==> src/rtl/lab4d_pkg.sv <==
// Shared definitions for the LAB4D readout sequencer: widths and FSM state encoding.
package lab4d_pkg;

  localparam int LAB4D_ADDR_WIDTH     = 6;
  localparam int LAB4D_PRESCALE_WIDTH = 4;

  typedef enum logic [2:0] {
    ST_IDLE      = 3'd0,
    ST_RAMP      = 3'd1,
    ST_RAMP_WAIT = 3'd2,
    ST_READOUT   = 3'd3,
    ST_CLEAR     = 3'd4
  } lab4d_state_e;

endpackage

==> src/rtl/lab4d_addr_fifo.sv <==
// Small synchronous FIFO of triggered buffer addresses with flush and occupancy count.
// A push while full is dropped even if a pop occurs in the same cycle; flush beats push.
module lab4d_addr_fifo
  import lab4d_pkg::*;
#(
  parameter int DEPTH_LOG2 = 2
) (
  input  logic                        clk_i,
  input  logic                        rst_i,
  input  logic                        push_i,
  input  logic                        pop_i,
  input  logic                        flush_i,
  input  logic [LAB4D_ADDR_WIDTH-1:0] data_i,
  output logic [LAB4D_ADDR_WIDTH-1:0] data_o,
  output logic [DEPTH_LOG2:0]         count_o,
  output logic                        full_o,
  output logic                        empty_o
);

  localparam int                DEPTH     = 2 ** DEPTH_LOG2;
  localparam logic [DEPTH_LOG2:0] DEPTH_CNT = DEPTH[DEPTH_LOG2:0];

  logic [LAB4D_ADDR_WIDTH-1:0] mem_q [DEPTH];
  logic [DEPTH_LOG2-1:0]       wr_q, wr_d, rd_q, rd_d;
  logic [DEPTH_LOG2:0]         cnt_q, cnt_d;
  logic                        push_ok, pop_ok;

  assign full_o  = (cnt_q == DEPTH_CNT);
  assign empty_o = (cnt_q == '0);
  assign push_ok = push_i && !full_o && !flush_i;
  assign pop_ok  = pop_i && !empty_o;
  assign data_o  = mem_q[rd_q];
  assign count_o = cnt_q;

  always_comb begin
    wr_d  = wr_q;
    rd_d  = rd_q;
    cnt_d = cnt_q;
    if (flush_i) begin
      wr_d  = '0;
      rd_d  = '0;
      cnt_d = '0;
    end else begin
      wr_d = push_ok ? wr_q + 1'b1 : wr_q;
      rd_d = pop_ok  ? rd_q + 1'b1 : rd_q;
      case ({push_ok, pop_ok})
        2'b10:   cnt_d = cnt_q + 1'b1;
        2'b01:   cnt_d = cnt_q - 1'b1;
        default: cnt_d = cnt_q;
      endcase
    end
  end

  always_ff @(posedge clk_i or posedge rst_i) begin
    if (rst_i) begin
      wr_q  <= '0;
      rd_q  <= '0;
      cnt_q <= '0;
    end else begin
      wr_q  <= wr_d;
      rd_q  <= rd_d;
      cnt_q <= cnt_d;
    end
  end

  always_ff @(posedge clk_i) begin
    if (push_ok) begin
      mem_q[wr_q] <= data_i;
    end
  end

endmodule

==> src/rtl/lab4d_readout_sequencer.sv <==
// Sequences ramp, readout handshake and buffer release for each queued LAB4D buffer.
// Optional watchdog in RAMP_WAIT/READOUT enabled by defining LAB4D_READOUT_TIMEOUT_EN.
module lab4d_readout_sequencer
  import lab4d_pkg::*;
#(
  parameter int FIFO_DEPTH_LOG2 = 2,
  parameter int TIMEOUT_CYCLES  = 65535
) (
  input  logic                            clk_i,
  input  logic                            rst_i,
  input  logic                            enable_i,
  input  logic                            trig_valid_i,
  input  logic [LAB4D_ADDR_WIDTH-1:0]     trig_addr_i,
  input  logic                            flush_i,
  input  logic [LAB4D_PRESCALE_WIDTH-1:0] readout_prescale_i,
  output logic                            do_ramp_o,
  input  logic                            ramp_done_i,
  output logic                            readout_o,
  output logic [LAB4D_ADDR_WIDTH-1:0]     readout_address_o,
  output logic [LAB4D_PRESCALE_WIDTH-1:0] prescale_o,
  input  logic                            complete_i,
  output logic                            trigger_clear_o,
  output logic                            busy_o,
  output logic [FIFO_DEPTH_LOG2:0]        pending_o,
  output logic                            overflow_o,
  input  logic                            overflow_clr_i,
  output logic                            timeout_o
);

  lab4d_state_e                    state_q, state_d;
  logic                            start, drop, fifo_full, fifo_empty;
  logic                            tmo_hit, tmo_force;
  logic [LAB4D_ADDR_WIDTH-1:0]     fifo_head, addr_q;
  logic [LAB4D_PRESCALE_WIDTH-1:0] prescale_q;
  logic                            do_ramp_q, readout_q, clear_q, busy_q;
  logic                            overflow_q, overflow_d, timeout_q, timeout_d;

  assign start = (state_q == ST_IDLE) && enable_i && !fifo_empty;
  assign drop  = trig_valid_i && fifo_full && !flush_i;

  lab4d_addr_fifo #(
    .DEPTH_LOG2(FIFO_DEPTH_LOG2)
  ) u_fifo (
    .clk_i   (clk_i),
    .rst_i   (rst_i),
    .push_i  (trig_valid_i),
    .pop_i   (start),
    .flush_i (flush_i),
    .data_i  (trig_addr_i),
    .data_o  (fifo_head),
    .count_o (pending_o),
    .full_o  (fifo_full),
    .empty_o (fifo_empty)
  );

`ifdef LAB4D_READOUT_TIMEOUT_EN
  localparam int               TMO_W    = (TIMEOUT_CYCLES > 1) ? $clog2(TIMEOUT_CYCLES) : 1;
  localparam logic [TMO_W-1:0] TMO_LAST = TMO_W'(TIMEOUT_CYCLES - 1);

  logic [TMO_W-1:0] tmo_cnt_q, tmo_cnt_d;
  logic             in_wait;

  assign in_wait = (state_q == ST_RAMP_WAIT) || (state_q == ST_READOUT);
  assign tmo_hit = in_wait && (tmo_cnt_q == TMO_LAST);

  // Counter restarts from zero whenever a wait state is (re)entered.
  always_comb begin
    tmo_cnt_d = '0;
    if (in_wait && (state_d == state_q)) begin
      tmo_cnt_d = tmo_cnt_q + 1'b1;
    end else begin
      tmo_cnt_d = '0;
    end
  end

  always_ff @(posedge clk_i or posedge rst_i) begin
    if (rst_i) begin
      tmo_cnt_q <= '0;
    end else begin
      tmo_cnt_q <= tmo_cnt_d;
    end
  end
`else
  assign tmo_hit = 1'b0;
`endif

  always_comb begin
    state_d   = state_q;
    tmo_force = 1'b0;
    case (state_q)
      ST_IDLE: begin
        if (start) state_d = ST_RAMP;
        else       state_d = ST_IDLE;
      end
      ST_RAMP: state_d = ST_RAMP_WAIT;
      ST_RAMP_WAIT: begin
        if (ramp_done_i) begin
          state_d = ST_READOUT;
        end else if (tmo_hit) begin
          state_d   = ST_CLEAR;
          tmo_force = 1'b1;
        end else begin
          state_d = ST_RAMP_WAIT;
        end
      end
      ST_READOUT: begin
        if (complete_i) begin
          state_d = ST_CLEAR;
        end else if (tmo_hit) begin
          state_d   = ST_CLEAR;
          tmo_force = 1'b1;
        end else begin
          state_d = ST_READOUT;
        end
      end
      ST_CLEAR: state_d = ST_IDLE;
      default:  state_d = ST_IDLE;
    endcase

    // A new event in the same cycle as a clear request keeps the flag set.
    if (drop)                overflow_d = 1'b1;
    else if (overflow_clr_i) overflow_d = 1'b0;
    else                     overflow_d = overflow_q;

    if (tmo_force)           timeout_d = 1'b1;
    else if (overflow_clr_i) timeout_d = 1'b0;
    else                     timeout_d = timeout_q;
  end

  always_ff @(posedge clk_i or posedge rst_i) begin
    if (rst_i) begin
      state_q    <= ST_IDLE;
      do_ramp_q  <= 1'b0;
      readout_q  <= 1'b0;
      clear_q    <= 1'b0;
      busy_q     <= 1'b0;
      addr_q     <= '0;
      prescale_q <= '0;
      overflow_q <= 1'b0;
      timeout_q  <= 1'b0;
    end else begin
      state_q    <= state_d;
      do_ramp_q  <= (state_d == ST_RAMP);
      readout_q  <= (state_d == ST_READOUT);
      clear_q    <= (state_d == ST_CLEAR);
      busy_q     <= (state_d != ST_IDLE);
      overflow_q <= overflow_d;
      timeout_q  <= timeout_d;
      if (start) begin
        addr_q     <= fifo_head;
        prescale_q <= readout_prescale_i;
      end
    end
  end

  assign do_ramp_o         = do_ramp_q;
  assign readout_o         = readout_q;
  assign trigger_clear_o   = clear_q;
  assign busy_o            = busy_q;
  assign readout_address_o = addr_q;
  assign prescale_o        = prescale_q;
  assign overflow_o        = overflow_q;
  assign timeout_o         = timeout_q;

endmodule

==> config.mk <==
export PLATFORM = sky130hd
export DESIGN_NAME = lab4d_readout_sequencer
export DESIGN_NICKNAME = d
export VERILOG_FILES = /design/src/rtl/lab4d_pkg.sv /design/src/rtl/lab4d_addr_fifo.sv /design/src/rtl/lab4d_readout_sequencer.sv
export SDC_FILE = /design/constraint.sdc
export NUM_CORES = 1
export LEC_CHECK = 0
export BUFFER_PORTS_ARGS = -buffer_cell sky130_fd_sc_hd__clkbuf_2
export CORE_ASPECT_RATIO = 0.7
export CORE_MARGIN = 10
export CORE_UTILIZATION = 40
export DETAILED_ROUTE_END_ITERATION = 10
export RECOVER_POWER = 100
export REMOVE_ABC_BUFFERS = 1
export SYNTH_ARGS = -nofsm -noshare
export SYNTH_HDL_FRONTEND = slang
export SYNTH_SLANG_ARGS = --single-unit
==> constraint.sdc <==
create_clock -name clk_i -period 3.4 [get_ports clk_i]
set_input_delay 0.34 -clock clk_i [delete_from_list [all_inputs] [get_ports clk_i]]
set_output_delay 0.34 -clock clk_i [all_outputs]
set_load 0.1 [all_outputs]
==> results.sh <==
export IMPL_layout_nets=190
export IMPL_hpwl_um=2698
export IMPL_postCtsSetupBuffers=0
export IMPL_grt_max_degree=26
export IMPL_synth_edf_count=24
export IMPL_critical_path_required_ns=3.62
export IMPL_synthDistinctLibCells=34
export IMPL_cts_buffers=5
export IMPL_worst_pin_slew_ns=1.194
export IMPL_synth_warnings=0
export IMPL_fin_tns_setup_ns=0
export IMPL_clkSinkCount=49
export IMPL_die_w_um=105.2
export IMPL_cts_hold_buf=0
export IMPL_synth_ff_type="dfrtp_1"
export IMPL_final_core_util=0.4788
export IMPL_hold_class="in -> reg"
export IMPL_cp_arrival_ns=2.83
export IMPL_drive_gt1_frac=0.2381
export IMPL_rsz0062_at_grt="no"
export IMPL_ys_top_cells_by_area="edfxtp_1, dfrtp_1, mux4_2, mux2_2, ha_1"
export IMPL_drt_antenna_violating_nets=0
export IMPL_dr_wl_met2_um=1728
export IMPL_clockBufferDepth=2
export IMPL_relSlewSlack=0.2076
export IMPL_clockRootBuffer="clkbuf_8"
export IMPL_m1WireLength_um=1659
export IMPL_finalCritPeriodShare=0.7683
export IMPL_critPathMaxStageDelay_ns=0.55
export IMPL_hold_slack_ns=0.2201
export IMPL_n_fill_cell=442
export IMPL_maxCapViolations=0
export IMPL_rows=21
export IMPL_n_antenna_cell=0
export IMPL_yosysTopAreaCell="edfxtp_1"
export IMPL_outcome="complete, no violations"
export IMPL_synthToLayoutAreaGrowth_pct=14.39
export IMPL_wl_met3_um=248
export IMPL_path_max_fanout=15
export IMPL_post_cts_resized=0
export IMPL_avgSynthCellArea_um2=15.65
export IMPL_path_cells="nor3_1, nor2_4, inv_1, nor2_1, fa_1, or4_1, a21o_1, a31oi_1"
export IMPL_topRoutingLayerUsed="met4"
export IMPL_first_iter_violations=62
export IMPL_ios=37
export IMPL_antenna_found_initial=0
export IMPL_clock_fmax_mhz=382.8
export IMPL_syn_area_um2=2034
export IMPL_grt_pass1_wl_um=6203
export IMPL_h_tree_depth=2
export IMPL_core_um2=4861
export IMPL_fin_skew_ns=0.01033
export IMPL_min_period_ns=2.612
export IMPL_first_global_vias=1229
export IMPL_via_count=1162
export IMPL_initial_core_util=0.4185
export IMPL_mostFrequentLayoutCells="dfrtp_1, clkbuf_1, edfxtp_1, mux2_2, clkbuf_2"
export IMPL_fin_ws_ns=0.7876
export IMPL_die_y_um=79.67
export IMPL_setup_violations=0
export IMPL_dieArea_um2=8384
export IMPL_portBuffers=35
export IMPL_cp_start_kind="register"
export IMPL_via_per_inst=4.903
export IMPL_crit_type="reg -> reg"
export IMPL_routed_wl_um=3654
export IMPL_post_drt_wl_per_cell_um=15.42
export IMPL_layout_commonest_cell="dfrtp_1"
export IMPL_overflow=0
export IMPL_cts_tree="yes"
export IMPL_ys_seq_area_frac=0.6617
export IMPL_track_usage=0.09330
export IMPL_drt_drc_violations_left=0
export IMPL_synth_top_cell_area_share=0.3542
export IMPL_clock_latency_ns=0.30
export IMPL_crit_path_top_delay_cell="or4_1"
export IMPL_gp_congestion=0.7431
export IMPL_clk_pin_slew_ns=0.09
export IMPL_final_hold_violation_count=0
export IMPL_multi_input_area_um2=638.1
export IMPL_seqCellArea_um2=1346
export IMPL_firstDrtPassIters=4
export IMPL_drv_slew=0
export IMPL_async_reset_ff_frac=0.5102
export IMPL_syn_inst=130
export IMPL_ys_ff_latch=49
export IMPL_worstSetupEndpointType="register"
export IMPL_pre_cts_ws_ns=0.8191
-- per-stage QoR --
step | area (µm²) | std cells
after floorplan | 2011 | 125
after global placement | 2272 | 229
after detailed placement | 2272 | 229
after CTS | 2361 | 237
after global routing | 2327 | 237
final | 2327 | 237
-- metal layers --
layer	GRT usage	vias to the layer above
li1	-	542
met5	0	-
met3	0.05000	2
met2	0.1468	31
met4	0.01776	0
met1	0.1119	587
-- logic make-up after synthesis --
group                      synth area share
DFF                                  0.6617
muxes                                0.1371
other                              0.001843
buffers and inverters               0.02275
and+or+nand+nor                      0.1009
adders and majority gates           0.03444
xor gates and xnor gates            0.01722
AOI/OAI and AO/OA                   0.02399
-- synthesized netlist by cell type, types with 2 or more instances --
cell,number
nor2_1,8
mux2_2,11
nand3_1,3
nor2b_1,2
edfxtp_1,24
xnor2_1,3
and2_1,4
a21oi_1,4
mux2i_1,2
and4b_1,2
nor3_1,2
dfrtp_1,25
inv_1,6
mux4_2,6
clkbuf_1,3
nand2_1,2
ha_1,4
nand2b_1,3
-- path summary, 6_finish.rpt --
path	slack, ns	from	cells after the start	endpoint
min in group asynchronous	0.23	rst_i	2	busy_o
hold reg to reg	0.51	readout_address_o[1]	1	readout_address_o[1]
setup reg to reg	0.79	u_fifo.count_o[0]	8	u_fifo.count_o[2]
setup / recovery	0.79	u_fifo.count_o[0]	8	u_fifo.count_o[2]
hold / removal	0.22	overflow_clr_i	2	overflow_o
max in group asynchronous	2.58	rst_i	2	readout_address_o[5]
-- sequential cells by signal (all words and copies together) (netlist names) --
| signal | cells |
|---|---|
| u_fifo.mem_q | 24 |
| readout_address_o | 6 |
| prescale_o | 4 |
| state_q | 3 |
| u_fifo.count_o | 3 |
| u_fifo.rd_q | 2 |
| u_fifo.wr_q | 2 |
| busy_o | 1 |
| do_ramp_o | 1 |
| overflow_o | 1 |
| readout_o | 1 |
| trigger_clear_o | 1 |
-- worst max-delay path: cells and delay by family (launching register included) --
family	cells	cell delay (ns)
and+or+nand+nor	4	1.19
DFF	1	0.46
adders and majority gates	1	0.43
AOI/OAI and AO/OA	2	0.33
buffers and inverters	1	0.12
-- cell type report --
cell class	count	share of cell area
sequential	49	0.5785
tap	69	0.03710
timing repair buffer	35	0.06237
multi-input combinational	70	0.2742
inverter	6	0.009677
clock inverter	3	0.008602
clock buffer	5	0.02957
Power is left out: the tool's default activity adds up to more than one toggle a clock period on the data nets, which glitch-free logic cannot reach.
